[config.mk]
export PLATFORM = sky130hd
export DESIGN_NAME = sort4_sched_flat
export DESIGN_NICKNAME = d
export VERILOG_FILES = /design/src/rtl/sort4_sched_if.sv /design/src/rtl/sort4_sched.sv /design/src/flat_wrapper.sv
export SDC_FILE = /design/constraint.sdc
export NUM_CORES = 1
export LEC_CHECK = 0
export ABC_AREA = 1
export BUFFER_PORTS_ARGS = -buffer_cell sky130_fd_sc_hd__buf_2
export CAP_MARGIN = 25
export CORE_AREA = 4 4 180 182
export CTS_BUF_LIST = sky130_fd_sc_hd__clkbuf_4
export DETAILED_ROUTE_END_ITERATION = 10
export DIE_AREA = 0 0 184 186
export PLACE_DENSITY = 0.57
export SYNTH_ARGS = -nofsm -noshare
export SYNTH_HDL_FRONTEND = slang
export SYNTH_SLANG_ARGS = --single-unit
[constraint.sdc]
create_clock -name clk -period 3.9 [get_ports clk]
set_input_delay 0.78 -clock clk [delete_from_list [all_inputs] [get_ports clk]]
set_output_delay 0.78 -clock clk [all_outputs]
set_load 0.02 [all_outputs]
[src/rtl/sort4_sched_if.sv]
// Request/response bundle between requesters and the sort4 scheduler.
// master = requester side, slave = scheduler side.
interface sort4_sched_if #(
    parameter int DATA_W  = 16,
    parameter int NUM_REQ = 4,
    parameter int ID_W    = 2
);
    logic [NUM_REQ-1:0]          req_valid;
    logic [NUM_REQ*4*DATA_W-1:0] req_data;
    logic [NUM_REQ-1:0]          req_ready;
    logic                        resp_valid;
    logic                        resp_ready;
    logic [ID_W-1:0]             resp_id;
    logic [4*DATA_W-1:0]         resp_data;
    logic                        resp_err;

    modport master (
        output req_valid, req_data, resp_ready,
        input  req_ready, resp_valid, resp_id, resp_data, resp_err
    );

    modport slave (
        input  req_valid, req_data, resp_ready,
        output req_ready, resp_valid, resp_id, resp_data, resp_err
    );
endinterface

[src/rtl/sort4_sched.sv]
// Round-robin scheduler sharing one 4-input sort unit between NUM_REQ requesters.
// Define SORT_SCHED_TIMEOUT_EN to build the SORT-state watchdog (TIMEOUT cycles).
module sort4_sched #(
    parameter int DATA_W  = 16,
    parameter int NUM_REQ = 4,
    parameter int ID_W    = 2,
    parameter int TIMEOUT = 15
) (
    input  logic                clk,
    input  logic                rst_n,
    sort4_sched_if.slave        bus,
    output logic                sort_en,
    output logic [4*DATA_W-1:0] sort_in,
    input  logic                sort_finish,
    input  logic [4*DATA_W-1:0] sort_out,
    output logic                busy
);
    localparam int NP = 1 << ID_W;
    localparam logic [ID_W-1:0] LAST = ID_W'(NUM_REQ - 1);

    typedef enum logic [1:0] {
        IDLE,
        SORT,
        CAPTURE,
        RESP
    } state_t;

    state_t state_q, state_d;

    logic [ID_W-1:0]     ptr_q;
    logic [ID_W-1:0]     gid_q;
    logic [4*DATA_W-1:0] opnd_q;
    logic [ID_W-1:0]     rid_q;
    logic [4*DATA_W-1:0] rdata_q;

    logic [NP-1:0]       vpad;
    logic [ID_W-1:0]     cand;
    logic [ID_W-1:0]     grant_id;
    logic                grant_any;
    logic [NUM_REQ-1:0]  grant_oh;
    logic [4*DATA_W-1:0] sel_ops;

    logic load;
    logic capture;
    logic abort;
    logic timeout_hit;

    assign vpad = NP'(bus.req_valid);

    // round-robin pick: first valid requester after the pointer
    always_comb begin
        grant_any = 1'b0;
        grant_id  = '0;
        cand      = ptr_q;
        for (int i = 0; i < NUM_REQ; i++) begin
            cand = (cand == LAST) ? '0 : cand + 1'b1;
            if (!grant_any && vpad[cand]) begin
                grant_any = 1'b1;
                grant_id  = cand;
            end
        end
    end

    // decode winner into one-hot and select its operand group
    always_comb begin
        grant_oh = '0;
        sel_ops  = '0;
        for (int r = 0; r < NUM_REQ; r++) begin
            if (grant_id == ID_W'(r)) begin
                grant_oh[r] = 1'b1;
                sel_ops = bus.req_data[r*4*DATA_W +: 4*DATA_W];
            end
        end
    end

    // state register
    always_ff @(posedge clk or negedge rst_n) begin
        if (!rst_n) state_q <= IDLE;
        else        state_q <= state_d;
    end

    // next state and per-state strobes
    always_comb begin
        state_d       = state_q;
        sort_en       = 1'b0;
        bus.req_ready = '0;
        load          = 1'b0;
        capture       = 1'b0;
        abort         = 1'b0;
        unique case (state_q)
            IDLE: begin
                if (grant_any) begin
                    bus.req_ready = grant_oh;
                    load          = 1'b1;
                    state_d       = SORT;
                end
            end
            SORT: begin
                sort_en = 1'b1;
                if (sort_finish) begin
                    state_d = CAPTURE;
                end else if (timeout_hit) begin
                    abort   = 1'b1;
                    state_d = RESP;
                end
            end
            CAPTURE: begin
                capture = 1'b1;
                state_d = RESP;
            end
            RESP: begin
                if (bus.resp_ready) state_d = IDLE;
            end
            default: state_d = IDLE;
        endcase
    end

    // operand latch, pointer and response registers
    always_ff @(posedge clk or negedge rst_n) begin
        if (!rst_n) begin
            ptr_q   <= LAST;
            gid_q   <= '0;
            opnd_q  <= '0;
            rid_q   <= '0;
            rdata_q <= '0;
        end else begin
            if (load) begin
                ptr_q  <= grant_id;
                gid_q  <= grant_id;
                opnd_q <= sel_ops;
            end
            if (capture) begin
                rdata_q <= sort_out;
                rid_q   <= gid_q;
            end else if (abort) begin
                rdata_q <= '0;
                rid_q   <= gid_q;
            end
        end
    end

`ifdef SORT_SCHED_TIMEOUT_EN
    localparam int CW = $clog2(TIMEOUT + 1);
    localparam logic [CW-1:0] LIM = CW'(TIMEOUT - 1);

    logic [CW-1:0] cnt_q;
    logic          err_q;

    assign timeout_hit = (cnt_q == LIM);
    assign bus.resp_err = err_q;

    // count SORT cycles since entry
    always_ff @(posedge clk or negedge rst_n) begin
        if (!rst_n)                          cnt_q <= '0;
        else if (load)                       cnt_q <= '0;
        else if (state_q == SORT && !timeout_hit) cnt_q <= cnt_q + 1'b1;
    end

    // error flag: set on watchdog abort, cleared on normal capture
    always_ff @(posedge clk or negedge rst_n) begin
        if (!rst_n)       err_q <= 1'b0;
        else if (capture) err_q <= 1'b0;
        else if (abort)   err_q <= 1'b1;
    end
`else
    // no watchdog: SORT waits on sort_finish alone
    assign timeout_hit  = (TIMEOUT < 0);
    assign bus.resp_err = 1'b0;
`endif

    assign sort_in        = opnd_q;
    assign bus.resp_valid = (state_q == RESP);
    assign bus.resp_id    = rid_q;
    assign bus.resp_data  = rdata_q;
    assign busy           = (state_q != IDLE);
endmodule

[src/flat_wrapper.sv]
// flat-port wrapper written by rule: the top's interface ports become plain ports
module sort4_sched_flat 
#(
    parameter int DATA_W  = 16,
    parameter int NUM_REQ = 4,
    parameter int ID_W    = 2,
    parameter int TIMEOUT = 15
)
  (clk, rst_n, sort_en, sort_in, sort_finish, sort_out, busy, bus_req_valid, bus_req_data, bus_resp_ready, bus_req_ready, bus_resp_valid, bus_resp_id, bus_resp_data, bus_resp_err);
  sort4_sched_if #(.DATA_W(DATA_W), .NUM_REQ(NUM_REQ), .ID_W(ID_W)) bus_i ();
  input  logic clk;
  input  logic rst_n;
  output logic sort_en;
  output logic [4*DATA_W-1:0] sort_in;
  input  logic sort_finish;
  input  logic [4*DATA_W-1:0] sort_out;
  output logic busy;
  input wire logic [$bits(bus_i.req_valid)-1:0] bus_req_valid;
  input wire logic [$bits(bus_i.req_data)-1:0] bus_req_data;
  input wire logic [$bits(bus_i.resp_ready)-1:0] bus_resp_ready;
  output wire logic [$bits(bus_i.req_ready)-1:0] bus_req_ready;
  output wire logic [$bits(bus_i.resp_valid)-1:0] bus_resp_valid;
  output wire logic [$bits(bus_i.resp_id)-1:0] bus_resp_id;
  output wire logic [$bits(bus_i.resp_data)-1:0] bus_resp_data;
  output wire logic [$bits(bus_i.resp_err)-1:0] bus_resp_err;
  assign bus_i.req_valid = bus_req_valid;
  assign bus_i.req_data = bus_req_data;
  assign bus_i.resp_ready = bus_resp_ready;
  assign bus_req_ready = bus_i.req_ready;
  assign bus_resp_valid = bus_i.resp_valid;
  assign bus_resp_id = bus_i.resp_id;
  assign bus_resp_data = bus_i.resp_data;
  assign bus_resp_err = bus_i.resp_err;
  sort4_sched #(.DATA_W(DATA_W), .NUM_REQ(NUM_REQ), .ID_W(ID_W), .TIMEOUT(TIMEOUT)) u_core (.clk(clk), .rst_n(rst_n), .bus(bus_i), .sort_en(sort_en), .sort_in(sort_in), .sort_finish(sort_finish), .sort_out(sort_out), .busy(busy));
endmodule
==> key figures, run 1 <==
Setup path
  • Reg2Reg Depth: 15
  • Cell Chain, Critical Path: ha_4, inv_2, nand2_1, nand2_1, nand2_1, nand2_2, nand4_1, nor2_2, nor2_4, buf_12, nand2_2, nor2_1, buf_4
  • Required time worst endpoint: between 3000 and 4000 ps
  • Crit path capture type: output pin
  • Top delay family on crit path: simple AND/OR/NAND/NOR gates
  • CP most frequent cell: nand2_1
  • Arr. time, crit path: about 2900 ps
  • Reg2Reg Setup Slack: 710 ps
  • Largest stage delay, worst path: around 590 ps
  • Worst Setup Path Type: reg -> out
  • Max stage delay cell, worst path: dfstp_2
  • Bufs and invs on worst path: 3
  • Crit start category: register
  • R2R Path Start: u_core.ptr_q[0]
  • Worst-path fanout max: 20
  • Reg2reg end: u_core.sort_in[16]

Finish
  • Final instance area: around 11000 um^2
  • Most common cell after layout, fill and taps aside: buf_2
  • Most frequent cells in the layout: buf_2, nand2_1, nand3_1
  • Area added between synthesis and finish: 41.6%
  • Filler cells: between 3k and 4k
  • Non-Filler Instances: 1837
  • Ratio of cells with drive above 1 in the final layout: 0.431
  • Layout Nets: between 1.5k and 2k
  • Multi-input gate area: roughly 3800 um^2
  • Register area: about 3400 um^2

Timing
  • Final hold viol count: 0
  • Final Setup Violations: 0
  • Clock Skew: around 23 ps
  • FMAX: 0.274 GHz
  • Fin crit period: between 3000 and 4000 ps
  • Slew HR: 0.469
  • Final Max Slew Viols: 0
  • Slew @ Worst Pin: approximately 800 ps
  • Worst setup margin: approximately 250 ps
  • Tcrit/Tclk final: 0.935
  • Fin Setup TNS: 0 ps

Floorplan
  • Total die area: around 34000 um^2
  • Core Rows: 64
  • Initial core utilization: 0.251
  • Core ar.: approximately 31000 um^2
  • Die span in x: 184 um
  • # IOs: 466
  • Die height: 186 um

Worst hold path
  • HP Class: in -> async

Synth
  • Number of flops mapped to enable cells by yosys: 0
  • Seq/Total Area, Yosys: 0.443
  • Post-Synthesis Cells: around 980
  • Mapped Area: between 7000 and 8000 um^2
  • Syn avg cell area: approximately 8 um^2
  • Ys async rst share: 1.00
  • Unique cell type count in the Yosys netlist: 33
  • Ys flop type: dfrtp_1
  • Total nets after synthesis: 1314
  • FF+latch count, synth: roughly 140
  • Synth Warn #: 0

Status
  • Status: finished, final reports clean

Routing
  • Average routed wire per standard cell: ~16 um
  • Via count: between 8k and 9k
  • Via-to-Cell Ratio: around 4.5
  • # DRC: 0
  • 1st-iter DRT viols: 261
  • Antenna Violating Nets Remaining: 0
  • Post-Route WL: 29800 um
  • 1st-pass router iterations: 5

Clocking
  • CTS tree: built
  • CTS Buf Count: 17
  • Clk slew on worst S/H paths: 140 ps
  • Clk_lat worst skew: 540 ps
  • # clock sinks: 136
  • Clk Tree Root Cell: clkbuf_4
  • Clock Tree Buf Depth: 2
  • Htree depth: 4

Place
  • Instance area at placement: 10400 um^2
  • Gpl congestion: 0.855
  • Place WS: 315 ps
  • HPWL after DPL: around 23000 um
  • # port buffers: 464
  • Cells after DPL: about 1.8k

Flow run
  • Max Cap Viol: 0

Power
  • Power per cell area: between 1000 and 1500 nW/um^2
  • P_leak: around 0.0058 uW
  • Power Total: between 10000 and 15000 uW
  • Worst VDD drop: 0.000777 V

Global route
  • Initial antenna violation count: 3
  • First-pass GRT wire length: 43600 um
  • Vias in the first global route: approximately 7.9k
  • Largest net degree at the start of global routing: 80
  • GRT overflow: 0
  • Global Route Usage Sum: 0.162
[metrics by stage]
step	utilization	hold WS, ps
after global placement	0.339	457
after global routing	0.356	232
after CTS	0.352	210
after floorplan	-	444
final	0.356	245
after detailed placement	0.339	464
[timing repair]
action / in CTS / in global routing
resized for setup: 9 / 11
gates cloned: 0 / 1
setup endpoints to repair: 4 / 4
pin swaps: 0 / 7
setup buffers: 1 / 6
hold buffers: 0 / 0
[cell usage after synthesis (2+ instances only)]
cell type,instances,share of area
inv_1,53,0.026
o21ai_2,2,0.0023
buf_2,26,0.017
nor2_4,4,0.0059
inv_2,5,0.0024
or2_1,2,0.0016
nand2_1,263,0.13
nor2_1,119,0.058
o21ai_1,3,0.0020
nor2_2,3,0.0024
a21boi_0,4,0.0039
clkbuf_1,21,0.010
dfrtp_1,134,0.44
or2_2,4,0.0033
nand4_1,10,0.0081
buf_1,5,0.0024
nand3b_1,6,0.0059
nand3_1,188,0.12
buf_6,2,0.0029
nand2_2,4,0.0033
o21ai_0,14,0.0091
buf_4,9,0.0088
mux2_2,66,0.097
dfstp_2,2,0.0068
a21oi_1,2,0.0013
ha_1,5,0.0081
a21boi_1,19,0.019
[final cells by class]
class | instances | share of cell area
Antenna cell | 3 | 0.000690
Sequential cell | 136 | 0.313
Inverter | 58 | 0.0200
Clock buffer | 17 | 0.0117
Timing Repair Buffer | 488 | 0.238
Clock inverter | 15 | 0.0191
Tap cell | 396 | 0.0455
Multi-Input combinational cell | 724 | 0.352
[worst reg2reg max path, cell delays in order, from the launching register on]
cell and delay [ps]:
dfstp_2 590, buf_4 180, inv_2 90, nand2_1 80, nand2_1 110, o21ai_4 260, nand4_1 150, nand2_1 150
nand2_1 160, nand2_8 160, buf_4 150, buf_4 540, nand3_1 220, nand3_1 170, nor2_1 60, nor2_1 80
[worst max-delay path by stage]
stage / slack, ps / endpoint / from / depth (start not counted)
after detailed placement: 310 / bus_req_ready[0] / u_core.ptr_q[0] / 12
final: 250 / bus_req_ready[0] / u_core.ptr_q[0] / 13
after CTS: -6 / bus_req_ready[1] / u_core.ptr_q[0] / 11
after floorplan: 800 / bus_req_ready[2] / u_core.ptr_q[0] / 11
after global routing: -4 / bus_req_ready[1] / u_core.ptr_q[0] / 13
after global placement: 390 / bus_req_ready[0] / u_core.ptr_q[0] / 12
[routing by layer]
metal / global-route usage / share of wire
met2: 0.279 / 0.49
met4: 0.0435 / 0.016
met3: 0.0408 / 0.080
met1: 0.203 / 0.41
met5: 0 / 0.00044
[flip-flops by register name, summed over array words and instances (netlist names)]
signal                count
u_core.bus.resp_data     64
u_core.bus.resp_id        2
u_core.gid_q              2
u_core.ptr_q              2
u_core.sort_in           64
u_core.state_q            2
[report_power, final]
group / internal [uW] / switching [uW] / total, uW
sequential: 2160 / 343 / 2500
clock: 475 / 634 / 1110
combinational: 3330 / 6200 / 9530
[cell families after synthesis]
family | Yosys count | share of synthesized area
simple gates | 605 | 0.342
flops | 136 | 0.443
buf+inv | 121 | 0.0697
mux | 66 | 0.0967
compound gates | 47 | 0.0401
fa+ha+maj | 5 | 0.00814
other cells | 1 | 0.000488
(Power assumes the default switching activity.)
==> run 2: changes to the inputs <==
==> constraint.sdc (replaced) <==
create_clock -name clk -period 4.3 [get_ports clk]
set_input_delay 0.86 -clock clk [delete_from_list [all_inputs] [get_ports clk]]
set_output_delay 0.86 -clock clk [all_outputs]
set_load 0.02 [all_outputs]
==> run 2 against run 1 <==
Net effect:
- flip-flop and latch count did not move
- combinational power fell by 13%
- highest routed layer unchanged
- critical path type unchanged
- die area did not move
- setup slack improved by 29 ps
- critical path depth fell by 2
- routed wire length rose by 0.63%
- via count barely moved
- non-clock buffer count fell by 4
- final cell count fell by 0.33%
==> key figures, run 2 (synthesis results as in run 1) <==
Floorplan
  • Core Rows: 64 (unchanged)
  • Initial core utilization: 0.251 (unchanged)
  • Core ar.: 30600 um^2 (unchanged)
  • # IOs: 466 (unchanged)
  • Total die area: 34200 um^2 (unchanged)
  • Die span in x: 184 um (unchanged)
  • Die height: 186 um (unchanged)

Global route
  • First-pass GRT wire length: 43700 um (+0.33%)
  • Initial antenna violation count: 2 (-1)
  • Global Route Usage Sum: 0.163 (+0.000778)
  • Largest net degree at the start of global routing: 95 (+19%)
  • GRT overflow: 0 (unchanged)
  • Vias in the first global route: 8030 (+1.1%)

Timing
  • Final Max Slew Viols: 0 (unchanged)
  • Slew HR: 0.358 (-0.111)
  • Clock Skew: 23.3 ps (-0.00490 ps)
  • Final Setup Violations: 0 (unchanged)
  • Final hold viol count: 0 (unchanged)
  • Tcrit/Tclk final: 0.935
  • Slew @ Worst Pin: 963 ps (+167 ps)
  • Fin Setup TNS: 0 ps (unchanged)
  • Fin crit period: ~4000 ps
  • FMAX: roughly 0.25 GHz

Clocking
  • CTS tree: built
  • Clk_lat worst skew: 550 ps (about the same)
  • Clk slew on worst S/H paths: 130 ps (about the same)
  • Post-CTS Hold Buffers: 0 (unchanged)
  • # clock sinks: 136 (unchanged)
  • Htree depth: 4 (unchanged)
  • Clock Tree Buf Depth: 2 (unchanged)
  • Clk Tree Root Cell: clkbuf_4
  • CTS Buf Count: 17 (unchanged)

Setup path
  • Max stage delay cell, worst path: dfstp_2
  • Largest stage delay, worst path: 640 ps (+50 ps)
  • Worst Setup Path Type: reg -> out
  • Worst-path fanout max: 43 (+110%)
  • Arr. time, crit path: 3160 ps (+290 ps)
  • Cell Chain, Critical Path: ha_2, inv_2, nand2_1, nand2_1, nand2_1, nand2_2, nand4_1, a21oi_4, clkbuf_8, nor2_1, buf_2
  • Crit start category: register
  • Required time worst endpoint: 3440 ps (+320 ps)
  • Top delay family on crit path: simple AND/OR/NAND/NOR gates
  • Reg2Reg Setup Slack: 900 ps (+190 ps)
  • Bufs and invs on worst path: 3 (unchanged)
  • Crit path capture type: output pin
  • CP most frequent cell: nand2_1

Finish
  • Layout Nets: 1754 (-0.23%)
  • Most common cell after layout, fill and taps aside: buf_2
  • Area added between synthesis and finish: 39.6%
  • Final core occ: 0.351 (-0.00503)
  • Ratio of cells with drive above 1 in the final layout: 0.427 (-0.00438)
  • Most frequent cells in the layout: buf_2, nand2_1, nand3_1

Routing
  • # DRC: 0 (unchanged)
  • Antenna Violating Nets Remaining: 0 (unchanged)
  • 1st-iter DRT viols: 310 (+19%)
  • Via-to-Cell Ratio: 4.53 (+0.42%)
  • 1st-pass router iterations: 5 (unchanged)
  • Via count: 8286 (+0.097%)
  • Average routed wire per standard cell: 16.4 um (+0.96%)
  • Post-Route WL: 29900 um (+0.63%)

Power
  • Worst VDD drop: 0.000596 V (-23%)
  • Power Total: 11500 uW (-12%)
  • Power per cell area: 1070 nW/um^2 (-11%)
  • P_leak: 0.00579 uW (-0.83%)

Place
  • # port buffers: 464 (unchanged)
  • Gpl congestion: 0.842 (-1.5%)
  • HPWL after DPL: 23400 um (+1.2%)

Status
  • Status: finished, final reports clean

Worst hold path
  • HP Class: in -> async

Flow run
  • Max Cap Viol: 0 (unchanged)
## run 2: changes by cell type in the layout (fill, tap and decap cells not counted), moves of 2 or more
cell     delta
buf_4       -2
diode_2     -2
buf_12      -4
nand2_1     +3
nand2_2     -2
## run 2: worst paths after layout
check	start	to	cells after the start
min in group clk	u_core.ptr_q[1]	u_core.ptr_q[1]	2
setup reg to reg	u_core.ptr_q[0]	u_core.sort_in[53]	14
max in group asynchronous	rst_n	u_core.ptr_q[0]	2
hold reg to reg	u_core.ptr_q[1]	u_core.ptr_q[1]	2
hold / removal	rst_n	u_core.bus.resp_data[23]	1
setup / recovery	u_core.ptr_q[0]	bus_req_ready[1]	11
## run 2: repair_timing
| item | in CTS | in global routing |
|---|---|---|
| gates resized for setup | 3 | 3 |
| setup endpoints to repair | 2 | 3 |
| buffers inserted | 0 | 5 |
| pin swaps | 1 | 2 |
## run 2: worst reg2reg max path, cell delays in order (launching register included)
cell and delay (ps):
dfstp_2 640, ha_2 360, inv_2 100, nand2_1 100, nand2_1 100, nand2_1 80, nand2_2 120, nand4_1 240
nand2_1 190, nand2_4 130, buf_4 300, o21ai_2 700, nor2_1 90, nand2_1 90, nand2_1 40
## run 2: layout make-up
class	count	area (um^2)
Antenna cell	1	2.50
Clock buffer	17	128
Multi-Input combinational cell	724	3770
Sequential cell	136	3410
Fill cell	3311	19900
Clock inverter	15	198
Timing Repair Buffer	484	2500
Inverter	58	218
Tap cell	396	495
## run 2: layer usage
metal	share of wire	GRT usage
met1	0.41	0.200
met2	0.49	0.280
met3	0.085	0.0461
met4	0.020	0.0491
met5	0.00043	0
## run 2: where the power goes
part	leakage, uW	internal, uW	switching, uW
combinational	0.00401	2740	5510
clock	0.000171	380	598
sequential	0.00161	1950	315
## run 2: stage by stage
stage | setup WS [ps] | cells | instance area (um^2) | hold WS [ps]
after floorplan | 1090 | 981 | 7680 | 444
after global placement | 738 | 1793 | 10300 | 460
after detailed placement | 560 | 1793 | 10300 | 461
after CTS | 13.5 | 1825 | 10700 | 339
after global routing | -8.12 | 1831 | 10700 | 377
final | 281 | 1831 | 10700 | 379
==> run 3: changes to the inputs <==
--- a/config.mk
+++ b/config.mk
@@ -6,13 +6,13 @@
 export NUM_CORES = 1
 export LEC_CHECK = 0
 export ABC_AREA = 1
-export BUFFER_PORTS_ARGS = -buffer_cell sky130_fd_sc_hd__buf_2
 export CAP_MARGIN = 25
 export CORE_AREA = 4 4 180 182
 export CTS_BUF_LIST = sky130_fd_sc_hd__clkbuf_4
 export DETAILED_ROUTE_END_ITERATION = 10
 export DIE_AREA = 0 0 184 186
-export PLACE_DENSITY = 0.57
+export DONT_BUFFER_PORTS = 1
+export PLACE_DENSITY = 0.44
 export SYNTH_ARGS = -nofsm -noshare
 export SYNTH_HDL_FRONTEND = slang
 export SYNTH_SLANG_ARGS = --single-unit
==> run 3 against run 2 <==
Net effect:
- non-clock buffer count decreased by 465
- global-route usage decreased by 1.1 points
- clock-buffer cell count unchanged
- utilization decreased by 7.7 points
- first-iteration DRC count increased by 1.6%
- register-to-register slack got worse by 30 ps
- flip-flop and latch count unchanged
- critical path type unchanged
==> key figures, run 3 (synthesis results as in run 1) <==
Status
  • Status: finished, final reports clean

Worst hold path
  • HP Class: in -> async

Routing
  • # DRC: 0 (unchanged)
  • Via count: 6585 (-21%)
  • 1st-iter DRT viols: 315 (+1.6%)
  • Average routed wire per standard cell: 20.4 um (+25%)
  • Via-to-Cell Ratio: 4.82 (+6.4%)
  • Post-Route WL: 27800 um (-7.0%)
  • Antenna Violating Nets Remaining: 0 (unchanged)
  • 1st-pass router iterations: 5 (unchanged)

Timing
  • Tcrit/Tclk final: 0.931 (-0.00382)
  • Worst setup margin: 297 ps (+16.4 ps)
  • Fin crit period: 4000 ps (-16.4 ps)
  • Slew HR: 0.364 (+0.00631)
  • Slew @ Worst Pin: 951 ps (-11.7 ps)
  • Final Max Slew Viols: 0 (unchanged)
  • Clock Skew: 22.1 ps (-1.20 ps)
  • Fin Setup TNS: 0 ps (unchanged)
  • RSZ-0062 raised after global routing: no
  • Hold slack: 143 ps (-235 ps)
  • Final hold viol count: 0 (unchanged)
  • Final Setup Violations: 0 (unchanged)
  • FMAX: 0.250 GHz (+0.41%)

Setup path
  • Required time worst endpoint: 3440 ps (about the same)
  • Arr. time, crit path: 3140 ps (-20 ps)
  • Crit start category: register
  • Crit path capture type: output pin
  • Worst Setup Path Type: reg -> out
  • Worst-path fanout max: 43 (unchanged)

Clocking
  • Htree depth: 4 (unchanged)
  • Clock Tree Buf Depth: 2 (unchanged)
  • CTS Buf Count: 17 (unchanged)
  • Clk slew on worst S/H paths: 140 ps (about the same)
  • CTS tree: built
  • Clk_lat worst skew: 550 ps (about the same)
  • Clk Tree Root Cell: clkbuf_4
  • # clock sinks: 136 (unchanged)

Floorplan
  • Initial core utilization: 0.251 (unchanged)
  • Die span in x: 184 um (unchanged)
  • Die height: 186 um (unchanged)
  • Core Rows: 64 (unchanged)
  • # IOs: 466 (unchanged)
  • Total die area: 34200 um^2 (unchanged)
  • Core ar.: 30600 um^2 (unchanged)

Finish
  • Filler cells: 3342 (+0.94%)
  • Most common cell after layout, fill and taps aside: nand2_1
  • Area added between synthesis and finish: 9.01%
  • Register area: 3410 um^2 (unchanged)
  • Layout Nets: 1289 (-27%)
  • Most frequent cells in the layout: nand2_1, nand3_1, dfrtp_1
  • Ratio of cells with drive above 1 in the final layout: 0.150 (-0.277)
  • Multi-input gate area: 3770 um^2 (-0.17%)
  • Non-Filler Instances: 1367 (-25%)

Flow run
  • Max Cap Viol: 0 (unchanged)

Place
  • Gpl congestion: 0.933 (+11%)
  • # port buffers: 0 (-100%)
  • HPWL after DPL: 21100 um (-9.9%)
  • Place WS: 679 ps (+119 ps)
  • Cells after DPL: 1329 (-26%)

Global route
  • GRT overflow: 0 (unchanged)
  • Largest net degree at the start of global routing: 135 (+42%)
  • Initial antenna violation count: 4 (+2)
  • Vias in the first global route: 6438 (-20%)
  • Global Route Usage Sum: 0.152 (-0.0109)
  • First-pass GRT wire length: 39600 um (-9.4%)
## run 3: per-stage QoR
step | utilization | instance area (um^2)
after floorplan | - | 7680
after global placement | 0.261 | 8000
after detailed placement | 0.261 | 8000
after CTS | 0.272 | 8330
after global routing | 0.274 | 8370
final | 0.274 | 8370
## run 3: what timing repair did
action	CTS	global route
endpoints found under the hold margin	134	0
buffers inserted	0	3
hold buffers	1	0
resized for setup	0	3
setup endpoints to repair	0	3
## run 3: area by class of cell
cell class,instances,share of cell area
tap,396,0.0592
multi-input combinational,724,0.450
clock inverter,15,0.0220
inverter,58,0.0260
antenna,2,0.000598
sequential,136,0.407
clock buffer,17,0.0152
timing repair buffer,19,0.0203
## run 3: worst max-delay path, stage by stage, from the launching register on
cell and delay [ps]:
dfstp_2 610, ha_1 340, inv_2 130, nand2_1 100
nand2_1 100, nand2_1 80, nand2_2 110, nand4_1 220
a21oi_4 220, buf_4 410, nor2_1 90, buf_4 180
## run 3: metal layers
metal / GRT usage / vias up / routed length [um]
met5: 0 / - / 12
li1: - / 3139 / -
met2: 0.272 / 331 / 14500
met1: 0.175 / 3090 / 10500
met3: 0.0522 / 23 / 2540
met4: 0.0373 / 2 / 312
## run 3: worst paths after layout
| path | startpoint | end | depth (start not counted) | slack (ps) |
|---|---|---|---|---|
| min reg2reg | u_core.ptr_q[1] | u_core.ptr_q[1] | 2 | 490 |
| max in group asynchronous | rst_n | u_core.sort_in[7] | 1 | 3480 |
| max reg2reg | u_core.ptr_q[0] | u_core.sort_in[19] | 15 | 870 |
| min in group clk | bus_req_data[194] | u_core.sort_in[2] | 2 | 430 |
| min | rst_n | u_core.ptr_q[1] | 0 | 140 |
| max | u_core.ptr_q[0] | bus_req_ready[1] | 11 | 300 |
Power of run 3 is left out: the tool's default activity adds up to more than one toggle a clock period on the data nets, which glitch-free logic cannot reach.
